<file path="src/rtl/mlp_pkg.sv">
// Shared types and constants for the two-layer MLP sequencer.
// Command codes match what the slp neuron engine decodes.
package mlp_pkg;

  localparam int MLP_ADDR_W = 15;
  localparam int MLP_DATA_W = 8;

  localparam logic [3:0] CMD_NONE   = 4'd0;
  localparam logic [3:0] CMD_HIDDEN = 4'd5;
  localparam logic [3:0] CMD_OUT    = 4'd8;

  typedef enum logic [2:0] {
    S_IDLE,
    S_ISSUE_H,
    S_WAIT_H,
    S_ISSUE_O,
    S_WAIT_O,
    S_FIN
  } mlp_state_e;

endpackage

</file>
<file path="src/rtl/mlp_layer_ctrl.sv">
// Sequences hidden and output neuron evaluations on slp,
// writing hidden results back to SPRAM and streaming outputs.
module mlp_layer_ctrl
  import mlp_pkg::*;
#(
  parameter int              ADDR_W  = MLP_ADDR_W,
  parameter int              DATA_W  = MLP_DATA_W,
  parameter int              TO_W    = 16,
  parameter logic [TO_W-1:0] TIMEOUT = 16'hFFFF
) (
  input  logic              clk,
  input  logic              reset,
  input  logic              start,
  input  logic [7:0]        num_of_vect,
  input  logic [7:0]        num_hidden,
  input  logic [7:0]        num_out,
  input  logic [ADDR_W-1:0] in_base,
  input  logic [ADDR_W-1:0] w_base,
  input  logic [ADDR_W-1:0] hid_base,
  input  logic              neu_done,
  input  logic [DATA_W-1:0] neu_out,
  output logic [3:0]        state,
  output logic [ADDR_W-1:0] inread,
  output logic [ADDR_W-1:0] weightread,
  output logic              wr_en,
  output logic [ADDR_W-1:0] wr_addr,
  output logic [DATA_W-1:0] wr_data,
  output logic              res_valid,
  output logic [7:0]        res_idx,
  output logic [DATA_W-1:0] res_data,
  output logic              busy,
  output logic              done,
  output logic              err
);

  localparam logic [TO_W-1:0] TO_LAST = TO_W'(TIMEOUT - 1);

  mlp_state_e        st_q, st_d;
  logic [7:0]        k_q, k_d;
  logic [ADDR_W-1:0] wptr_q, wptr_d;
  logic [TO_W-1:0]   to_q, to_d;
  logic [7:0]        nov_q, nov_d;
  logic [7:0]        nh_q, nh_d;
  logic [7:0]        no_q, no_d;
  logic [ADDR_W-1:0] inb_q, inb_d;
  logic [ADDR_W-1:0] hidb_q, hidb_d;

  logic [3:0]        cmd_d;
  logic [ADDR_W-1:0] inread_d, weightread_d;
  logic              wr_en_d;
  logic [ADDR_W-1:0] wr_addr_d;
  logic [DATA_W-1:0] wr_data_d;
  logic              res_valid_d;
  logic [7:0]        res_idx_d;
  logic [DATA_W-1:0] res_data_d;
  logic              busy_d, done_d, err_d;

  logic [ADDR_W-1:0] wp_h, wp_o;

  // Weight pointer walks the packed weight block by accumulation.
  assign wp_h = wptr_q + ADDR_W'(nov_q);
  assign wp_o = wptr_q + ADDR_W'(nh_q);

  always_ff @(posedge clk) begin
    if (!reset) begin
      st_q <= S_IDLE;
    end else begin
      st_q <= st_d;
    end
  end

  always_comb begin
    st_d         = st_q;
    k_d          = k_q;
    wptr_d       = wptr_q;
    to_d         = to_q;
    nov_d        = nov_q;
    nh_d         = nh_q;
    no_d         = no_q;
    inb_d        = inb_q;
    hidb_d       = hidb_q;
    cmd_d        = CMD_NONE;
    inread_d     = inread;
    weightread_d = weightread;
    wr_en_d      = 1'b0;
    wr_addr_d    = wr_addr;
    wr_data_d    = wr_data;
    res_valid_d  = 1'b0;
    res_idx_d    = res_idx;
    res_data_d   = res_data;
    done_d       = 1'b0;
    err_d        = err;

    unique case (st_q)
      S_IDLE: begin
        if (start) begin
          nov_d  = num_of_vect;
          nh_d   = num_hidden;
          no_d   = num_out;
          inb_d  = in_base;
          hidb_d = hid_base;
          k_d    = 8'd0;
          wptr_d = w_base;
          err_d  = 1'b0;
          if (num_hidden == 8'd0 || num_out == 8'd0) begin
            err_d = 1'b1;
            st_d  = S_FIN;
          end else begin
            st_d         = S_ISSUE_H;
            cmd_d        = CMD_HIDDEN;
            inread_d     = in_base;
            weightread_d = w_base;
          end
        end
      end
      S_ISSUE_H: begin
        st_d = S_WAIT_H;
        to_d = '0;
      end
      S_WAIT_H: begin
        if (neu_done) begin
          wr_en_d      = 1'b1;
          wr_addr_d    = hidb_q + ADDR_W'(k_q);
          wr_data_d    = neu_out;
          wptr_d       = wp_h;
          weightread_d = wp_h;
          if (k_q == nh_q - 8'd1) begin
            k_d      = 8'd0;
            st_d     = S_ISSUE_O;
            cmd_d    = CMD_OUT;
            inread_d = hidb_q;
          end else begin
            k_d      = k_q + 8'd1;
            st_d     = S_ISSUE_H;
            cmd_d    = CMD_HIDDEN;
            inread_d = inb_q;
          end
        end else if (to_q == TO_LAST) begin
          err_d = 1'b1;
          st_d  = S_FIN;
        end else begin
          to_d = to_q + TO_W'(1);
        end
      end
      S_ISSUE_O: begin
        st_d = S_WAIT_O;
        to_d = '0;
      end
      S_WAIT_O: begin
        if (neu_done) begin
          res_valid_d = 1'b1;
          res_idx_d   = k_q;
          res_data_d  = neu_out;
          wptr_d      = wp_o;
          if (k_q == no_q - 8'd1) begin
            st_d = S_FIN;
          end else begin
            k_d          = k_q + 8'd1;
            st_d         = S_ISSUE_O;
            cmd_d        = CMD_OUT;
            inread_d     = hidb_q;
            weightread_d = wp_o;
          end
        end else if (to_q == TO_LAST) begin
          err_d = 1'b1;
          st_d  = S_FIN;
        end else begin
          to_d = to_q + TO_W'(1);
        end
      end
      S_FIN: begin
        done_d = 1'b1;
        st_d   = S_IDLE;
      end
      default: st_d = S_IDLE;
    endcase

    busy_d = (st_d != S_IDLE);
  end

  always_ff @(posedge clk) begin
    if (!reset) begin
      k_q        <= '0;
      wptr_q     <= '0;
      to_q       <= '0;
      nov_q      <= '0;
      nh_q       <= '0;
      no_q       <= '0;
      inb_q      <= '0;
      hidb_q     <= '0;
      state      <= CMD_NONE;
      inread     <= '0;
      weightread <= '0;
      wr_en      <= 1'b0;
      wr_addr    <= '0;
      wr_data    <= '0;
      res_valid  <= 1'b0;
      res_idx    <= '0;
      res_data   <= '0;
      busy       <= 1'b0;
      done       <= 1'b0;
      err        <= 1'b0;
    end else begin
      k_q        <= k_d;
      wptr_q     <= wptr_d;
      to_q       <= to_d;
      nov_q      <= nov_d;
      nh_q       <= nh_d;
      no_q       <= no_d;
      inb_q      <= inb_d;
      hidb_q     <= hidb_d;
      state      <= cmd_d;
      inread     <= inread_d;
      weightread <= weightread_d;
      wr_en      <= wr_en_d;
      wr_addr    <= wr_addr_d;
      wr_data    <= wr_data_d;
      res_valid  <= res_valid_d;
      res_idx    <= res_idx_d;
      res_data   <= res_data_d;
      busy       <= busy_d;
      done       <= done_d;
      err        <= err_d;
    end
  end

endmodule

</file>
<file path="config.mk">
export PLATFORM = sky130hd
export DESIGN_NAME = mlp_layer_ctrl
export DESIGN_NICKNAME = d
export VERILOG_FILES = /design/src/rtl/mlp_pkg.sv /design/src/rtl/mlp_layer_ctrl.sv
export SDC_FILE = /design/constraint.sdc
export NUM_CORES = 1
export LEC_CHECK = 0
export BUFFER_PORTS_ARGS = -buffer_cell sky130_fd_sc_hd__buf_2
export CAP_MARGIN = 30
export CORE_UTILIZATION = 60
export DETAILED_ROUTE_END_ITERATION = 10
export GPL_TIMING_DRIVEN = 0
export PLACE_DENSITY = 0.82
export SLEW_MARGIN = 20
export SYNTH_ARGS = -nofsm -noshare
export SYNTH_HDL_FRONTEND = slang
export SYNTH_SLANG_ARGS = --single-unit
</file>
<file path="constraint.sdc">
create_clock -name clk -period 6.55 [get_ports clk]
set_input_delay 1.31 -clock clk [delete_from_list [all_inputs] [get_ports clk]]
set_output_delay 1.31 -clock clk [all_outputs]
set_load 0.005 [all_outputs]
</file>
Word level (Yosys, flattened, before mapping)
Index checks and enable logic that the tools add are counted.
{"block": "word_totals", "output_inout_bits": 78, "input_bits": 81, "word_cells": 111, "mem_bits_ro": 0, "ramBits": 0, "n_memories": 0, "reg_bits": 174, "latch_bits": 0}
{"block": "classes", "n_reduce_logical": 20, "bitwise": 0, "n_mux": 47, "eq_ne": 16, "multipliers": 0, "add_sub_neg": 7, "shifts": 0, "n_div": 0, "magnitude_cmp": 0}
{"operator": "$mux 15", "count": 13}
{"operator": "$pmux 15 s3", "count": 3}
{"operator": "$add 15x8->15", "count": 3}
{"operator": "$mux 8", "count": 5}
{"operator": "$mux 16", "count": 2}
{"operator": "$pmux 16 s2", "count": 1}
{"operator": "$mux 3", "count": 8}
{"operator": "$pmux 8 s3", "count": 1}
{"operator": "$add 16x1->16 const B", "count": 1}
{"operator": "$eq 16x16->1 const B", "count": 1}
{"operator": "$eq 8x8->1", "count": 2}
{"operator": "$logic_not 8->1", "count": 2}
{"operator": "$mux 4", "count": 4}
{"operator": "$sub 8x1->8 const B", "count": 2}
{"operator": "$pmux 3 s5", "count": 1}
{"operator": "$ne 2x2->1 const B", "count": 7}
{"operator": "$pmux 4 s3", "count": 1}
{"operator": "$reduce_and 2->1", "count": 5}
{"operator": "$add 8x1->8 const B", "count": 1}
{"operator": "$reduce_and 4->1", "count": 2}
{"operator": "$eq 3x2->1 const B", "count": 2}
{"operator": "$eq 3x3->1 const B", "count": 2}
{"operator": "$mux 1", "count": 6}
{"operator": "$reduce_and 6->1", "count": 1}
{"operator": "other kinds (11)", "count": 14}

Logic depth before layout (Yosys ltp)
{"block": "depth", "depth_word": 6, "mapped_depth": 16, "ltp_nobuf": 14}

Worst setup path before layout
No wires, ideal clock.
{"block": "synth_timing", "path_kind": "reg-to-reg", "start": "register st_q[1]", "end": "register weightread[11]", "t_arrival_ns": 3.649, "setup_time_ns": 0.070, "stages_incl_launch_ff": 15, "t_required_ns": 6.480, "n_path_buf": 2, "synth_period_minus_slack_ns": 3.719, "slack_ns": 2.831, "cell_sequence": "dfxtp_1 > clkbuf_1 > inv_1 > nand2_1 > nor2_1 > clkbuf_1 > mux2_2 > ha_1 > o21a_1 > a2111oi_0 > nor3b_1 > o2111a_1 > a211o_1 > nand2b_1 > a21oi_1"}
{"block": "synth_via", "elab_chain_len": 3, "elab_cells_between_ends": 11, "cone_classes": "7 x eq/ne; 1 x mux; 3 x reduce/logical"}
{"item": "start, declared", "line": "mlp_layer_ctrl.sv:38", "source": "mlp_state_e st_q, st_d;"}
{"item": "start signal, assigned", "line": "mlp_layer_ctrl.sv:68", "source": "st_q <= st_d;"}
{"item": "$eq 3x3->1 (tied with other cells)", "line": "mlp_layer_ctrl.sv:94", "source": "unique case (st_q)"}
{"item": "$ne 2x2->1 (no source line) or $reduce_bool 3->1 (tied branches)"}
{"item": "$reduce_and 6->1 (no source line)"}
{"item": "end signal, assigned", "line": "mlp_layer_ctrl.sv:214", "source": "weightread <= weightread_d;"}
{"item": "end, declared", "line": "mlp_layer_ctrl.sv:24", "source": "output logic [ADDR_W-1:0] weightread,"}
Parallel ways exist; a longest one is shown, timed or not.
A chain may end at the register's enable or synchronous reset.

Final worst setup path
Same ends and word-level chain as after synthesis.

==> impl_table.tex <==
\begin{tabular}{lr}
\hline
Metric & Value \\
\hline
\multicolumn{2}{l}{\textbf{Power and ir drop}} \\
\quad Leakage & 4.27 nW \\
\quad Total power consumption of the routed design & 2.58 mW \\
\quad Largest voltage drop on the vdd net & 0.199 mV \\
\quad Power density relative to cell area & 253 nW/um\^{}2 \\
\multicolumn{2}{l}{\textbf{Timing}} \\
\quad Worst slew slack as a fraction of its limit & 0.403 \\
\quad Final worst clock skew & 0.00884 ns \\
\quad Measured slew at the worst slew-check pin & 0.893 ns \\
\quad Max Clock Freq & 200 MHz \\
\quad Setup violators final & 0 \\
\quad RSZ-0062 raised after global routing & no \\
\quad Fin. max-slew vios & 0 \\
\quad Share of the clock period used by the worst path after layout & 0.762 \\
\quad Final sum of negative setup slack & 0 ns \\
\quad Worst hold-check slack & 0.450 ns \\
\quad Minimum setup slack in the final design & 1.56 ns \\
\quad Final hold violation count & 0 \\
\quad Final Critical Period & 4.99 ns \\
\multicolumn{2}{l}{\textbf{Flow run}} \\
\quad Maxcap violations & 0 \\
\multicolumn{2}{l}{\textbf{Floorplanning}} \\
\quad Die span in y & 122 um \\
\quad Initial cell density of the core & 0.615 \\
\quad Placement Rows & 43 \\
\quad I/O Pins & 159 \\
\quad Core footprint & 13900 sq um \\
\quad Horizontal die dimension & 122 um \\
\quad Die Footprint & 14800 sq um \\
\multicolumn{2}{l}{\textbf{Routing}} \\
\quad Number of remaining DRC errors & 0 \\
\quad Number of antenna-violating nets in the routed design & 0 \\
\quad Post-detailed-route via-to-cell ratio & 5.98 \\
\quad First-pass iteration count of the detailed router & 5 \\
\quad Final wirelength & 25500 um \\
\quad Post-detailed-route wirelength per cell & 17.5 um \\
\quad DR iter-0 viols & 697 \\
\quad Via total after detailed routing & 8725 \\
\multicolumn{2}{l}{\textbf{Synth}} \\
\quad Cell with the most instances after synthesis & sky130\_fd\_sc\_hd\_\_nand2\_1 \\
\quad Library cells used by synthesis & 65 \\
\quad Synth Warn \# & 0 \\
\quad Count of state elements after synthesis & 172 \\
\quad Flip-flop cell with the highest count after synthesis & sky130\_fd\_sc\_hd\_\_dfxtp\_1 \\
\quad Sequential share of the synthesized area & 0.402 \\
\quad Synth top area share & 0.402 \\
\quad Fraction of registers with async set or reset after synthesis & 0 \\
\quad Most area-consuming cells after synthesis & sky130\_fd\_sc\_hd\_\_dfxtp\_1 (40\%), sky130\_fd\_sc\_hd\_\_a21oi\_1 (9.6\%), sky130\_fd\_sc\_hd\_\_nand2\_1 (9.5\%) \\
\quad Number of enable-type register cells in the synthesized netlist & 0 \\
\quad Most frequent cells after synthesis & sky130\_fd\_sc\_hd\_\_nand2\_1 (218), sky130\_fd\_sc\_hd\_\_dfxtp\_1 (172), sky130\_fd\_sc\_hd\_\_a21oi\_1 (164) \\
\quad Post-Synthesis Cells & 1090 \\
\quad Post-Syn Nets & 1194 \\
\quad Area leader, netlist & sky130\_fd\_sc\_hd\_\_dfxtp\_1 \\
\quad Synthesized area per cell & 7.87 sq um \\
\quad Total standard cell area after synthesis & 8580 sq um \\
\multicolumn{2}{l}{\textbf{CTS}} \\
\quad Clock root cell & sky130\_fd\_sc\_hd\_\_clkbuf\_16 \\
\quad Number of setup buffers added after CTS & 0 \\
\quad Clock Pin Slew Worst Setup and Hold Paths & 0.07 ns \\
\quad Hold-fix buffer count after cts & 0 \\
\quad Post\_cts resized & 0 \\
\quad CTS buffer count & 17 \\
\quad Count of clock tree sinks & 172 \\
\quad H-tree levels & 4 \\
\quad Source-to-sink clock delay at the later pin of the worst-skew pair & 0.44 ns \\
\quad TritonCTS clock tree & done \\
\quad Number of buffers on the longest clock path & 2 \\
\multicolumn{2}{l}{\textbf{Placed design}} \\
\quad Routability congestion estimate from global placement & 0.957 \\
\quad Dpl cells & 1427 \\
\quad Setup slack after placement & 1.89 ns \\
\quad Post-DP HPWL & 18500 um \\
\quad Placed standard-cell area & 9590 sq um \\
\quad Number of port buffers & 157 \\
\multicolumn{2}{l}{\textbf{GRT}} \\
\quad Global-route wire length before repair & 39600 um \\
\quad Number of antenna violations at the first check in global routing & 0 \\
\quad Grt total ovfl & 0 \\
\quad Largest net degree at the start of global routing & 17 \\
\quad Vias in the first global route & 7960 \\
\quad GRT Total Usage & 0.348 \\
\multicolumn{2}{l}{\textbf{Critical path}} \\
\quad Type of element capturing the critical path & flop \\
\quad Startpoint types & flop \\
\quad CP Buf/Inv Count & 3 \\
\quad Arrival @ worst endpoint & 5.36 ns \\
\quad Crit Path Class & flop to flop \\
\quad Critical path, cell by cell & clkbuf\_1 -> inv\_1 -> nand2\_1 -> nor2\_1 -> clkbuf\_1 -> mux2\_2 -> ha\_1 -> o21a\_1 -> a2111oi\_0 -> nor3b\_1 -> o2111a\_1 -> a211o\_1 -> nand2b\_1 -> a21oi\_1 \\
\quad Standard cell with the maximum stage delay on the critical path & sky130\_fd\_sc\_hd\_\_a2111oi\_0 \\
\quad WP data required & 6.92 ns \\
\quad Max FO, Critical Path & 10 \\
\quad Stage delay of the slowest cell on the critical path & 0.76 ns \\
\quad Crit path top cell by count & sky130\_fd\_sc\_hd\_\_clkbuf\_1 \\
\quad Kind of cell adding the most delay to the critical path & compound AO/OA/AOI/OAI gates \\
\multicolumn{2}{l}{\textbf{Final layout}} \\
\quad Area added between synthesis and finish & 19.0\% \\
\quad Non-filler instance count after layout & 1460 \\
\quad Total non-filler cell area in the finished layout & 10200 sq um \\
\quad Filler Cells Inserted & 1150 \\
\quad Proportion of layout cells with a drive suffix above 1 & 0.184 \\
\quad Antenna fix cells & 0 \\
\quad Utilization after layout & 0.732 \\
\quad Final \#Nets & 1371 \\
\multicolumn{2}{l}{\textbf{Outcome}} \\
\quad Outcome & finished clean \\
\multicolumn{2}{l}{\textbf{Hold path}} \\
\quad Path class of the lowest-slack min-delay path & flop to flop \\
\hline
\end{tabular}
[layout by cell type, fill, tap and decap left out, types with 21 or more instances in the layout]
master	synthesis	final
sky130_fd_sc_hd__nand2_1	218	218
sky130_fd_sc_hd__dfxtp_1	172	172
sky130_fd_sc_hd__a21oi_1	164	164
sky130_fd_sc_hd__buf_2	2	160
sky130_fd_sc_hd__nor2_1	75	75
sky130_fd_sc_hd__clkbuf_1	62	62
sky130_fd_sc_hd__o21ai_0	55	55
sky130_fd_sc_hd__xnor2_1	29	29
sky130_fd_sc_hd__nor3_1	24	24
sky130_fd_sc_hd__inv_1	23	23
sky130_fd_sc_hd__ha_1	21	21
[cell type report]
| type | instances | area (sq um) | area share |
|---|---|---|---|
| Clock inverter | 15 | 188 | 0.0184 |
| Buffer | 74 | 322 | 0.0315 |
| Multi-Input combinational cell | 821 | 4720 | 0.463 |
| Tap cell | 180 | 225 | 0.0221 |
| Inverter | 23 | 86.3 | 0.00846 |
| Sequential cell | 172 | 3440 | 0.337 |
| Timing Repair Buffer | 158 | 791 | 0.0775 |
| Clock buffer | 17 | 425 | 0.0417 |
[registers in the layout, indices dropped and copies added, names as in the netlist, 2 cells and up]
signal	flops
hidb_q	15
inb_q	15
inread	15
k_q	8
nh_q	8
no_q	8
nov_q	8
res_data	8
res_idx	8
st_q	3
state	2
to_q	16
weightread	15
wptr_q	15
wr_addr	15
wr_data	8
[metal layers]
layer  share of wire  GRT usage  vias to the layer above
li1                -          -                     4165
met1            0.42      0.452                     4057
met2            0.46      0.567                      431
met3           0.087     0.0609                       72
met4           0.032      0.154                        0
met5               0          0                        -
[worst paths after layout]
kind / startpoint / to / slack (ns) / cells past startpoint
hold reg to reg: res_idx[6] / res_idx[6] / 0.45 / 2
setup / recovery: st_q[1] / weightread[11] / 1.56 / 14
setup reg to reg: st_q[1] / weightread[11] / 1.56 / 14
hold / removal: res_idx[6] / res_idx[6] / 0.45 / 2
[logic make-up after synthesis]
group                      after synthesis  share of synthesized area
and+or+nand+nor                        408                      0.211
AOI/OAI and AO/OA                      320                      0.227
DFF                                    172                      0.402
buffers and inverters                   97                     0.0476
xor gates and xnor gates                45                     0.0460
muxes                                   24                     0.0309
adders and majority gates               23                     0.0353
other                                    1                   0.000437
[worst reg2reg max path: stages, from the launching register on]
cell,delay (ns)
sky130_fd_sc_hd__dfxtp_1,0.32
sky130_fd_sc_hd__clkbuf_1,0.21
sky130_fd_sc_hd__inv_1,0.19
sky130_fd_sc_hd__nand2_1,0.15
sky130_fd_sc_hd__nor2_1,0.71
sky130_fd_sc_hd__clkbuf_1,0.57
sky130_fd_sc_hd__mux2_2,0.41
sky130_fd_sc_hd__ha_1,0.35
sky130_fd_sc_hd__o21a_1,0.21
sky130_fd_sc_hd__a2111oi_0,0.76
sky130_fd_sc_hd__nor3b_1,0.21
sky130_fd_sc_hd__o2111a_1,0.29
sky130_fd_sc_hd__a211o_1,0.28
sky130_fd_sc_hd__nand2b_1,0.15
sky130_fd_sc_hd__a21oi_1,0.12
[where the power goes]
part,total [mW],switching [mW],internal [mW],leakage [nW]
combinational,0.385,0.234,0.152,2.58
sequential,1.15,0.0448,1.10,1.40
clock,1.05,0.443,0.606,0.291
total,2.58,0.721,1.86,4.27
No activity file was read; power rests on OpenSTA's default activity.
